## src/rtl/mips_fetch_pkg.sv

```systemverilog
// Shared types and constants for the instruction-fetch sequencer and its queue.
package mips_fetch_pkg;

  localparam int unsigned FETCH_ADDR_W  = 32;
  localparam int unsigned FETCH_DATA_W  = 32;
  localparam int unsigned FETCH_Q_DEPTH = 3;
  localparam int unsigned FETCH_Q_PTR_W = $clog2(FETCH_Q_DEPTH);
  localparam int unsigned FETCH_Q_CNT_W = $clog2(FETCH_Q_DEPTH + 1);

  localparam logic [FETCH_DATA_W-1:0] NOP_INSTR = 32'h0000_0000;

  typedef enum logic [1:0] {
    IDLE,
    RUN,
    HALTED
  } fetch_state_t;

  typedef struct packed {
    logic [FETCH_ADDR_W-1:0] pc;
    logic [FETCH_DATA_W-1:0] instr;
  } fetch_entry_t;

endpackage : mips_fetch_pkg

```

## src/rtl/imem_fetch_ctrl_fetch_q.sv

```systemverilog
// fetch_q: small synchronous FIFO of fetched words; flush wins over push and pop,
// head entry is visible combinationally.
module fetch_q
  import mips_fetch_pkg::*;
(
  input  logic                     clk,
  input  logic                     rst,
  input  logic                     push,
  input  fetch_entry_t             push_entry,
  input  logic                     pop,
  input  logic                     flush,
  output fetch_entry_t             head,
  output logic [FETCH_Q_CNT_W-1:0] count,
  output logic                     empty
);

  fetch_entry_t             mem [FETCH_Q_DEPTH];
  logic [FETCH_Q_PTR_W-1:0] wr_ptr;
  logic [FETCH_Q_PTR_W-1:0] rd_ptr;
  logic                     full;
  logic                     do_push;
  logic                     do_pop;

  function automatic logic [FETCH_Q_PTR_W-1:0] bump(input logic [FETCH_Q_PTR_W-1:0] p);
    return (p == FETCH_Q_PTR_W'(FETCH_Q_DEPTH - 1)) ? '0 : p + 1'b1;
  endfunction

  assign empty   = (count == '0);
  assign full    = (count == FETCH_Q_CNT_W'(FETCH_Q_DEPTH));
  assign do_pop  = pop && !flush && !empty;
  assign do_push = push && !flush && (!full || do_pop);
  assign head    = mem[rd_ptr];

  // NOTE: storage is not reset; only pointers and count are, so the array maps to plain flops/RAM.
  always_ff @(posedge clk) begin
    if (do_push) mem[wr_ptr] <= push_entry;
  end

  // NOTE: sequential state uses non-blocking assignments so every flop samples pre-edge values.
  always_ff @(posedge clk) begin
    if (rst || flush) begin
      wr_ptr <= '0;
      rd_ptr <= '0;
      count  <= '0;
    end else begin
      if (do_push) wr_ptr <= bump(wr_ptr);
      if (do_pop)  rd_ptr <= bump(rd_ptr);
      unique case ({do_push, do_pop})
        2'b10:   count <= count + 1'b1;
        2'b01:   count <= count - 1'b1;
        default: count <= count;
      endcase
    end
  end

endmodule : fetch_q

```

## src/rtl/imem_fetch_ctrl.sv

```systemverilog
// imem_fetch_ctrl: owns the PC, sequences a 1-cycle synchronous instruction ROM and hands
// words to decode over valid/ready. Optional FETCH_STATS_EN adds a saturating pop counter.
module imem_fetch_ctrl
  import mips_fetch_pkg::*;
#(
  parameter int unsigned       ADDR_W    = FETCH_ADDR_W,
  parameter int unsigned       DATA_W    = FETCH_DATA_W,
  parameter int unsigned       ROM_DEPTH = 32,
  parameter logic [ADDR_W-1:0] RESET_PC  = '0
) (
  input  logic              clk,
  input  logic              rst,
  input  logic              en,
  output logic [ADDR_W-1:0] rom_addr,
  input  logic [DATA_W-1:0] rom_data,
  output logic [DATA_W-1:0] instr,
  output logic [ADDR_W-1:0] instr_pc,
  output logic              instr_valid,
  input  logic              instr_ready,
  input  logic              redirect,
  input  logic [ADDR_W-1:0] redirect_pc,
  input  logic              halt,
  output logic              busy
`ifdef FETCH_STATS_EN
  ,
  output logic [31:0]       fetch_count
`endif
);

  fetch_state_t             state_q, state_d;
  logic [ADDR_W-1:0]        pc_q;
  logic [ADDR_W-1:0]        rom_addr_q;
  logic [ADDR_W-1:0]        v1_pc_q;
  logic                     v0_q, v1_q;
  logic                     pop, can_run, issue;
  logic [ADDR_W-1:0]        target;
  logic [FETCH_Q_CNT_W:0]   occ;
  logic [FETCH_Q_CNT_W-1:0] q_count;
  logic                     q_empty;
  fetch_entry_t             q_head, q_push_entry;

  function automatic logic [ADDR_W-1:0] next_pc(input logic [ADDR_W-1:0] p);
    return (p == ADDR_W'(ROM_DEPTH - 1)) ? '0 : p + 1'b1;
  endfunction

  // NOTE: every always_comb output gets a default first, otherwise a missed branch infers a latch.
  always_comb begin
    state_d = state_q;
    unique case (state_q)
      IDLE:    if (en)          state_d = RUN;
      RUN:     if (halt)        state_d = HALTED;
      HALTED:  if (en && !halt) state_d = RUN;
      default:                  state_d = IDLE;
    endcase
  end

  always_ff @(posedge clk) begin
    if (rst) state_q <= IDLE;
    else     state_q <= state_d;
  end

  // Occupancy counts every word already owned by this block: queued, in the ROM, or on rom_data.
  assign pop      = instr_valid && instr_ready;
  assign occ      = {1'b0, q_count} + (FETCH_Q_CNT_W + 1)'(v0_q) + (FETCH_Q_CNT_W + 1)'(v1_q)
                  - (FETCH_Q_CNT_W + 1)'(pop);
  assign can_run  = (state_q == RUN) && !halt;
  assign issue    = can_run && !redirect && (occ < (FETCH_Q_CNT_W + 1)'(FETCH_Q_DEPTH));
  assign target   = redirect_pc % ADDR_W'(ROM_DEPTH);

  // A redirect in RUN presents its target on rom_addr at the very next edge.
  always_ff @(posedge clk) begin
    if (rst) begin
      pc_q       <= RESET_PC;
      rom_addr_q <= RESET_PC;
      v1_pc_q    <= '0;
      v0_q       <= 1'b0;
      v1_q       <= 1'b0;
    end else if (redirect) begin
      v1_q <= 1'b0;
      if (can_run) begin
        rom_addr_q <= target;
        pc_q       <= next_pc(target);
        v0_q       <= 1'b1;
      end else begin
        pc_q <= target;
        v0_q <= 1'b0;
      end
    end else begin
      v1_q    <= v0_q;
      v1_pc_q <= rom_addr_q;
      v0_q    <= issue;
      if (issue) begin
        rom_addr_q <= pc_q;
        pc_q       <= next_pc(pc_q);
      end
    end
  end

  assign q_push_entry = '{pc: FETCH_ADDR_W'(v1_pc_q), instr: FETCH_DATA_W'(rom_data)};

  fetch_q u_fetch_q (
    .clk        (clk),
    .rst        (rst),
    .push       (v1_q),
    .push_entry (q_push_entry),
    .pop        (pop),
    .flush      (redirect),
    .head       (q_head),
    .count      (q_count),
    .empty      (q_empty)
  );

  assign rom_addr    = rom_addr_q;
  assign instr_valid = !q_empty;
  assign instr       = instr_valid ? DATA_W'(q_head.instr) : DATA_W'(NOP_INSTR);
  assign instr_pc    = instr_valid ? ADDR_W'(q_head.pc) : '0;
  assign busy        = (state_q == RUN) || v0_q || v1_q || !q_empty;

`ifdef FETCH_STATS_EN
  logic [31:0] fetch_count_q;

  always_ff @(posedge clk) begin
    if (rst)                            fetch_count_q <= '0;
    else if (pop && fetch_count_q != '1) fetch_count_q <= fetch_count_q + 1'b1;
  end

  assign fetch_count = fetch_count_q;
`endif

endmodule : imem_fetch_ctrl
```

## config.mk

```make
export PLATFORM = sky130hd
export DESIGN_NAME = imem_fetch_ctrl
export DESIGN_NICKNAME = d
export VERILOG_FILES = /design/src/rtl/mips_fetch_pkg.sv /design/src/rtl/imem_fetch_ctrl_fetch_q.sv /design/src/rtl/imem_fetch_ctrl.sv
export SDC_FILE = /design/constraint.sdc
export NUM_CORES = 1
export LEC_CHECK = 0
export ABC_AREA = 1
export ABC_CLOCK_PERIOD_IN_PS = 9500
export CAP_MARGIN = 20
export CELL_PAD_IN_SITES_DETAIL_PLACEMENT = 1
export CELL_PAD_IN_SITES_GLOBAL_PLACEMENT = 1
export CORE_MARGIN = 2
export CORE_UTILIZATION = 46
export CTS_CLUSTER_DIAMETER = 150
export DETAILED_ROUTE_END_ITERATION = 6
export MAX_ROUTING_LAYER = met4
export PLACE_DENSITY = 0.92
export SYNTH_ARGS = -nofsm -noshare
export SYNTH_HDL_FRONTEND = slang
export SYNTH_HIERARCHICAL = 1
export SYNTH_SLANG_ARGS = --single-unit
export TNS_END_PERCENT = 50
```

## constraint.sdc

```tcl
create_clock -name clk -period 9.5 [get_ports clk]
set_clock_uncertainty 0.2 [all_clocks]
set_input_delay 1.9 -clock clk [delete_from_list [all_inputs] [get_ports clk]]
set_output_delay 1.9 -clock clk [all_outputs]
set_load 0.005 [all_outputs]
```

### Word-level counts from Yosys, hierarchy flattened

Memories as Yosys holds them, arrays and structs flattened. A register that Yosys moved wholly into a read port is not among the register bits.
Index checks and enable logic that the tools add are counted.
Widths: inputs -> output; s select.

| word-level totals | value |
|---|---|
| bits in registers | 106 |
| RAM bits | 192 |
| input port bits | 70 |
| output and inout bits | 98 |
| logic and storage cells | 81 |
| memories kept | 1 |

| operators by class | value |
|---|---|
| add/subtract/negate cells | 9 |
| order comparisons | 1 |
| equal/unequal tests | 13 |
| multiplexer cells | 23 |
| reductions and logical operators | 25 |

Memory list:

| name | depth | width | rd ports | clocked after memory_dff | write ports | line | text |
|---|---|---|---|---|---|---|---|
| u_fetch_q.mem | 3 | 64 | 1 | 1 | 1 | imem_fetch_ctrl_fetch_q.sv:17 | `fetch_entry_t mem [FETCH_Q_DEPTH];` |

Operator list:

| kind | number |
|---|---|
| $mux 32 | 8 |
| $add 32x1->32 const B | 1 |
| $eq 32x5->1 const B | 1 |
| $mux 2 | 7 |
| $mux 6 | 2 |
| $eq 2x2->1 const B | 5 |
| $logic_and 1x1->1 | 9 |
| $add 2x1->2 const B | 3 |
| $add 5x1->6 const B | 1 |
| $ne 2x2->1 const B | 3 |
| $pmux 2 s3 | 1 |
| $eq 5x5->1 const B | 1 |
| $logic_or 1x1->1 | 5 |
| $eq 2x1->1 const B | 2 |
| $logic_not 1->1 | 4 |
| $logic_not 2->1 | 2 |
| $mux 1 | 4 |
| $pmux 2 s2 | 1 |
| $reduce_bool 2->1 | 2 |
| $add 2x1->3 | 1 |
| $add 3x1->3 | 1 |
| $lt 3x2->1 const B | 1 |
| $reduce_and 3->1 | 1 |
| $sub 3x1->3 | 1 |
| 4 further kinds | 4 |

### Depth between registers and ports, before layout

Gate-level depths: netlist of run 1.

| depth | value |
|---|---|
| depth in word-level cells | 9 |
| mapped depth | 16 |
| depth with buffers taken out | 13 |

### Modules after synthesis

Netlist of run 1, hierarchy kept.

Modules (own cells, without submodules):

| module | instances | cells an instance | area each (µm²) | sequential area each (µm²) |
|---|---|---|---|---|
| fetch_q | 1 | 529 | 7,980.2 | 5,925.7 |
| imem_fetch_ctrl | 1 | 908 | 5,466.5 | 2,001.9 |

### Least setup slack after synthesis of run 1

OpenSTA, ideal clock, no wires.

| timing path | value |
|---|---|
| path kind | input to register |
| from | input port instr_ready |
| to | memory u_fetch_q/mem[2][0] in the netlist's numbering, enable pin |
| library setup time | 0.486 ns |
| arrival | 4.993 ns |
| required time | 8.814 ns |
| slack | 3.821 ns |
| stages on the path | 6 |
| path buffers | 0 |
| cell sequence | inv_1 > nor2_1 > inv_1 > nand3_1 > nand2_2 > nor2_1 |

| between the ends | value |
|---|---|
| longest elaborated chain between the ends | 7 |

RTL lines:

| element | line | text |
|---|---|---|
| from (decl) | imem_fetch_ctrl.sv:19 | `input logic instr_ready,` |
| $logic_and 1x1->1 | imem_fetch_ctrl.sv:63 | `assign pop = instr_valid && instr_ready;` |
| net pop | imem_fetch_ctrl.sv:35 | `logic pop, can_run, issue;` |
| $logic_and 1x1->1 (2 in series) | imem_fetch_ctrl_fetch_q.sv:30 | `assign do_pop = pop && !flush && !empty;` |
| $logic_or 1x1->1 | imem_fetch_ctrl_fetch_q.sv:31 | `assign do_push = push && !flush && (!full \|\| do_pop);` |
| $logic_and 1x1->1 | imem_fetch_ctrl_fetch_q.sv:31 |  |
| $mux 1 | imem_fetch_ctrl_fetch_q.sv:36 | `if (do_push) mem[wr_ptr] <= push_entry;` |
| $mux 1 (not written as such) | imem_fetch_ctrl_fetch_q.sv:36 |  |
| to (decl) | imem_fetch_ctrl_fetch_q.sv:17 |  |

The timed path passes the listed nets, and every way through them passes these cells.

==> impl_metrics.yaml, run 1 <==
critical_path:
  r2r.worst_path.cells: 13
  beginning_of_the_worst_register_to_register_path: "u_fetch_q/count[1]"
  worst-endpoint-required_ps: 7400
  cp_data_arrival_time_ps: 3340
  crit-reg2reg-capture: "pc_q[11]"
  setup.worst_path.class: "flip-flop to primary output"
  start_kind: "flip-flop"
  worstSetupEndpointType: "primary output"
  reg2reg_setup_slack_ps: 5900
  worstPathMaxFanout: 38
power_and_ir_drop:
  cellInternalPower_mw: 2.15
  totalPowerFinal_mw: 2.75
  powerDensity_nw_per_um2: 171
  vdd_drop_max_uv: 140
  switching_share_pct: 21.7
  share_seq_of_total_power_pct: 51.3
  total_leakage_power_nw: 5.92
  power_frac_clock_pct: 45.2
  combPwrFrac_pct: 3.5
  p_switching_mw: 0.597
placed_design:
  post-place-cells: 1910
  detailed_placement_hpwl_um: 25400
  place_area_um2: 15000
  gp_routability_congestion: 0.946
  port_buffers: 140
  pre_cts_ws_ps: 3570
floorplan:
  starting_density_of_the_core_pct: 46.7
  io_pins: 168
  die-height_um: 175
  core_area_um2: 28800
  chipWidth_um: 175
  fp-row-count: 62
  die-area_um2: 30600
cells_and_area:
  layout-drive-gt1-share_pct: 13.3
  antenna_cells: 0
  final_core_utilization_pct: 55.7
  layout.cell_area.non_filler_um2: 16000
  area.growth.synth_to_final_pct: 19.3
  final_cell_count_no_fill: 1967
  final.fill_count: 3224
  finish.net_count: 1636
cts:
  ctsHoldBuffers: 0
  sink_count_of_the_clock_tree: 300
  cts_root_buffer: "sky130_fd_sc_hd__clkbuf_16"
  cts.repair.resized: 0
  cts_buffers: 30
  clock_path_buffers: 3
  post_cts_buffers: 0
  ctsHtreeMaxLevel: 1
  clkTransAtPathRegs_ps: 70
  clkLatencyLatePin_ps: 570
  tritoncts_clock_tree: "built"
drt:
  detail_route.vias_per_cell: 5.46
  wl_per_cell_um: 21.5
  route.detailed.drc: 0
  route.vias.total: 10700
  dr.first_iter.drc_count: 876
  drt_pass1_iterations: 5
  drt-total-wl_um: 42300
  postRouteAntennaNets: 0
sta:
  setup_violations: 0
  finalHoldViolCount: 0
  transition_time_at_the_pin_with_the_least_slew_margin_ps: 882
  min_period_over_period_pct: 57.3
  finalMaxSlewViolations: 0
  max_clock_freq_mhz: 184
  finalWorstPathRequiredPeriod_ps: 5440
  rsz0062_at_grt: "no"
  max_slew_margin_pct: 41.1
  final_layout_worst_hold_slack_ps: 270
  finalSetupTns_ps: 0
  post-route-worst-setup-slack_ps: 4060
synthesis:
  synth.area.top_cells: "sky130_fd_sc_hd__edfxtp_1 43%, sky130_fd_sc_hd__dfxtp_1 16%, sky130_fd_sc_hd__nor2_1 8.5%"
  synth.cell_area_um2: 13400
  netlist-cell-type-count: 35
  synth-warning-count: 6
  synth_largest_type_area_fraction_pct: 42.9
  synth_top_cell_by_area: "sky130_fd_sc_hd__edfxtp_1"
  postSynthCellCount: 1437
  synth_seq_cells: 300
  postSynthNetCount: 1514
  synth_area_per_cell_um2: 9.36
  yosysSeqAreaShare_pct: 59.0
grt:
  grt_antenna_before_repair: 0
  grt_util_met1_pct: 30.8
  vias_in_the_first_global_route: 11600
  grt_start_max_net_pins: 69
  grt_first_pass_wirelength_um: 64800
  grt-ovfl-total: 0
  met2_usage_pct: 50.9
  grt.met3_usage_pct: 3.48
  grt_use_total_pct: 27.9
  busiest_layer: "met2"
run_status:
  status: "completed"
min_path:
  timing.hold.worst_path_depth: 0
  hold_class: "flip-flop to flip-flop"
  worst_hold_path.endpoint: "u_fetch_q/mem[1][34]"
  worstHoldStart: "v1_pc_q[2]"
job:
  maxCapViolCount: 0
-- cell usage after synthesis, drive strengths merged --
master / count
buf: 44
xor2: 3
edfxtp: 192
inv: 145
nand3b: 1
ha: 5
dfxtp: 108
nand2: 289
or2: 3
fa: 2
a22oi: 1
o21ai: 57
a21oi: 187
clkbuf: 20
clkinv: 1
nand4: 11
nor3: 7
o211ai: 2
and2: 3
xnor2: 1
nand3: 38
nor2: 314
a31oi: 3
-- layout by cell type (no fill, tap or decap), types with 7 or more instances in the layout --
cell type,count
sky130_fd_sc_hd__a21oi_1,66
sky130_fd_sc_hd__nor2_2,7
sky130_fd_sc_hd__clkdlybuf4s50_1,139
sky130_fd_sc_hd__nand3_1,36
sky130_fd_sc_hd__clkbuf_16,30
sky130_fd_sc_hd__edfxtp_1,192
sky130_fd_sc_hd__dfxtp_1,106
sky130_fd_sc_hd__inv_1,139
sky130_fd_sc_hd__o21ai_0,57
sky130_fd_sc_hd__buf_4,13
sky130_fd_sc_hd__a21oi_2,121
sky130_fd_sc_hd__nand2_1,283
sky130_fd_sc_hd__nand4_1,11
sky130_fd_sc_hd__nor2_1,303
-- sequential cells by signal (all words and copies together) (netlist names), named ones only --
register	flops
u_fetch_q/wr_ptr	2
v1_q	1
v1_pc_q	32
u_fetch_q/count	2
u_fetch_q/mem	192
v0_q	1
state_q	2
u_fetch_q/rd_ptr	2
pc_q	32
rom_addr	32
-- worst max-delay path, cell delays in order, from the launching register on --
cell and delay, ps:
sky130_fd_sc_hd__dfxtp_4 530, sky130_fd_sc_hd__inv_2 480, sky130_fd_sc_hd__buf_4 540, sky130_fd_sc_hd__nand2_1 190, sky130_fd_sc_hd__a21oi_2 230, sky130_fd_sc_hd__inv_1 90, sky130_fd_sc_hd__nor2_1 130, sky130_fd_sc_hd__clkdlybuf4s50_1 560
-- layer usage --
metal  vias up  routed length (µm)
li1       4917                   -
met3       131                1970
met5         -                   0
met4         0                1760
met2       380               22200
met1      5304               16300
-- power by group through the flow --
| stage | Clock (mW) | Combinational (mW) | Sequential (mW) |
|---|---|---|---|
| after CTS | 1.25 | 0.0950 | 1.41 |
| after global routing | 1.30 | 0.105 | 1.41 |
| final | 1.24 | 0.0967 | 1.41 |
| after floorplan | 0 | 0.0458 | 1.43 |
| after global placement | 0 | 0.0850 | 1.43 |
| after detailed placement | 0 | 0.0906 | 1.44 |
-- area by class of cell --
cell class,instances,area (µm²),area share [%]
multi-input combinational,927,4530,28.3
inverter,146,548,3.42
timing repair buffer,154,1520,9.48
clock inverter,16,195,1.22
tap,384,480,2.99
clock buffer,40,828,5.16
sequential,300,7940,49.5
-- cells by family (layout without fill, tap and decap cells) --
| logic type | count (synthesis) | in the layout | share of synthesized area, % |
|---|---|---|---|
| compound gates | 250 | 250 | 12.8 |
| xor+xnor | 4 | 4 | 0.261 |
| flops | 300 | 300 | 59.0 |
| simple gates | 666 | 666 | 19.8 |
| fa+ha+maj | 7 | 7 | 0.763 |
| buf+inv | 210 | 356 | 7.42 |
-- worst max path at each step --
stage                     endpoint        start
2_1_floorplan  u_fetch_q/mem[2][0]  instr_ready
3_3_place_gp              pc_q[28]  instr_ready
3_5_place_dp              pc_q[29]  instr_ready
4_1_cts               instr_pc[13]    flip-flop
5_1_grt                instr_pc[4]    flip-flop
6_report              instr_pc[13]    flip-flop
(Power assumes the default switching activity.)
==> run 2: changes to the inputs <==
--- a/config.mk
+++ b/config.mk
@@ -6,16 +6,16 @@
 export NUM_CORES = 1
 export LEC_CHECK = 0
 export ABC_AREA = 1
-export ABC_CLOCK_PERIOD_IN_PS = 9500
+export ABC_CLOCK_PERIOD_IN_PS = 4800
 export CAP_MARGIN = 20
 export CELL_PAD_IN_SITES_DETAIL_PLACEMENT = 1
 export CELL_PAD_IN_SITES_GLOBAL_PLACEMENT = 1
 export CORE_MARGIN = 2
-export CORE_UTILIZATION = 46
+export CORE_UTILIZATION = 39
 export CTS_CLUSTER_DIAMETER = 150
 export DETAILED_ROUTE_END_ITERATION = 6
 export MAX_ROUTING_LAYER = met4
-export PLACE_DENSITY = 0.92
+export PLACE_DENSITY = 0.84
 export SYNTH_ARGS = -nofsm -noshare
 export SYNTH_HDL_FRONTEND = slang
 export SYNTH_HIERARCHICAL = 1
==> constraint.sdc (replaced) <==
create_clock -name clk -period 4.8 [get_ports clk]
set_clock_uncertainty 0.2 [all_clocks]
set_input_delay 0.96 -clock clk [delete_from_list [all_inputs] [get_ports clk]]
set_output_delay 0.96 -clock clk [all_outputs]
set_load 0.005 [all_outputs]
==> run 2 against run 1 <==
  * Combinational power rose by 85%
  * Design area rose by 0.48%
  * Register-to-register slack got worse by 4600 ps
  * First-iteration DRC count fell by 45%
  * Count of clock-buffer cells in the layout fell by 3
  * Sequential power rose by 98%
==> impl_metrics.yaml, run 2 (synthesized netlist as in run 1, its figures left out) <==
run_status:
  status: "completed"
drt:
  drt_pass1_iterations: 5
  dr.first_iter.drc_count: 479
  route.vias.total: 10400
  wl_per_cell_um: 17.9
  drt-total-wl_um: 36600
  detail_route.vias_per_cell: 5.08
  route.detailed.drc: 0
  postRouteAntennaNets: 0
critical_path:
  start_kind: "flip-flop"
  worstSetupEndpointType: "primary output"
  setup.worst_path.class: "flip-flop to primary output"
  reg2reg_setup_slack_ps: 1350
  r2r.worst_path.cells: 12
  worst-endpoint-required_ps: 3640
  beginning_of_the_worst_register_to_register_path: "u_fetch_q/count[1]"
  endpoint: "instr[26]"
  worstPathMaxFanout: 41
  crit-reg2reg-capture: "rom_addr[9]"
  cp_data_arrival_time_ps: 3060
placed_design:
  port_buffers: 140
  detailed_placement_hpwl_um: 24600
  gp_routability_congestion: 0.884
  pre_cts_ws_ps: 453
floorplan:
  fp-row-count: 68
  chipWidth_um: 190
  core_area_um2: 34300
  die-area_um2: 36000
  starting_density_of_the_core_pct: 39.2
  die-height_um: 190
  io_pins: 168
power_and_ir_drop:
  switching_share_pct: 21.0
  p_switching_mw: 1.09
  powerDensity_nw_per_um2: 322
  vdd_drop_max_uv: 204
  total_leakage_power_nw: 5.91
  power_frac_clock_pct: 42.9
  combPwrFrac_pct: 3.4
  cellInternalPower_mw: 4.10
  share_seq_of_total_power_pct: 53.7
cells_and_area:
  largest_register: "u_fetch_q/mem"
  final_core_utilization_pct: 47.0
  mostFrequentLayoutCells: "303 x sky130_fd_sc_hd__nor2_1, 283 x sky130_fd_sc_hd__nand2_1, 192 x sky130_fd_sc_hd__edfxtp_1"
  largest_register_ffs: 192
  layout-drive-gt1-share_pct: 13.6
  area.growth.synth_to_final_pct: 19.9
  mostFrequentLayoutCell: "sky130_fd_sc_hd__nor2_1"
  finish.net_count: 1640
cts:
  cts_root_buffer: "sky130_fd_sc_hd__clkbuf_16"
  ctsHoldBuffers: 0
  cts.repair.resized: 0
  clock_path_buffers: 3
  clkLatencyLatePin_ps: 550
  clkTransAtPathRegs_ps: 60
  tritoncts_clock_tree: "built"
  post_cts_buffers: 0
  sink_count_of_the_clock_tree: 300
  ctsHtreeMaxLevel: 1
  cts_buffers: 29
sta:
  finalSetupTns_ps: 0
  final_layout_worst_hold_slack_ps: 290
  finalHoldViolCount: 0
  finalWorstPathRequiredPeriod_ps: 4220
  setup_violations: 0
  rsz0062_at_grt: "no"
  max_slew_margin_pct: 43.7
  transition_time_at_the_pin_with_the_least_slew_margin_ps: 843
  finalMaxSlewViolations: 0
  min_period_over_period_pct: 88.0
  max_clock_freq_mhz: 237
  post-route-worst-setup-slack_ps: 577
grt:
  grt_use_total_pct: 20.6
  grt_first_pass_wirelength_um: 57300
  vias_in_the_first_global_route: 11000
  grt_start_max_net_pins: 69
  grt-ovfl-total: 0
  grt_antenna_before_repair: 4
job:
  maxCapViolCount: 0
min_path:
  hold_class: "flip-flop to flip-flop"
## run 2: cell type report
cell class | count | area (µm²)
Antenna cell | 4 | 10.0
Clock buffer | 37 | 786
Clock inverter | 16 | 148
Fill cell | 3874 | 18200
Inverter | 146 | 548
Multi-Input combinational cell | 927 | 4530
Sequential cell | 300 | 7940
Tap cell | 455 | 569
Timing Repair Buffer | 159 | 1590
## run 2: routing by layer
| layer | up-vias | share of wire (%) | GRT usage (%) | wire length (µm) |
|---|---|---|---|---|
| li1 | 4934 | - | - | - |
| met1 | 5160 | 40 | 22.7 | 14800 |
| met2 | 214 | 53 | 38.6 | 19500 |
| met3 | 69 | 4.1 | 2.79 | 1490 |
| met4 | 0 | 2.3 | 6.05 | 856 |
| met5 | - | 0 | - | 0 |
## run 2: through the flow
stage               instances  power (mW)  instance area, µm²
finish                   2044        5.19               16100
global route             2044        5.34               16100
CTS                      2040        5.23               16100
detailed placement       1987        3.02               15200
global placement         1987        3.00               15200
floorplan                1437        2.93               13400
## run 2: worst min path at each step
stage                     start                    to  slack (ps)  cells past startpoint
CTS                 v1_pc_q[13]  u_fetch_q/mem[2][45]         290                      0
global route        v1_pc_q[16]  u_fetch_q/mem[2][48]         300                      0
finish              v1_pc_q[30]  u_fetch_q/mem[0][62]         290                      0
detailed placement  v1_pc_q[13]  u_fetch_q/mem[2][45]         270                      0
global placement    v1_pc_q[29]  u_fetch_q/mem[0][61]         250                      0
floorplan            v1_pc_q[0]  u_fetch_q/mem[0][32]         240                      0
## run 2: power by group through the flow
stage                     registers, mW  clock network (mW)  logic (mW)
after floorplan                    2.83                   0      0.0907
after global placement             2.84                   0       0.168
after detailed placement           2.84                   0       0.178
after CTS                          2.78                2.27       0.180
after global routing               2.79                2.36       0.198
final                              2.79                2.23       0.179
## run 2: critical path, stage by stage (launching register included)
cell and delay, ps:
sky130_fd_sc_hd__dfxtp_4 500, sky130_fd_sc_hd__inv_2 680, sky130_fd_sc_hd__buf_4 370, sky130_fd_sc_hd__nand2_1 120
sky130_fd_sc_hd__a21oi_2 170, sky130_fd_sc_hd__inv_1 70, sky130_fd_sc_hd__nor2_1 90, sky130_fd_sc_hd__clkdlybuf4s50_1 510
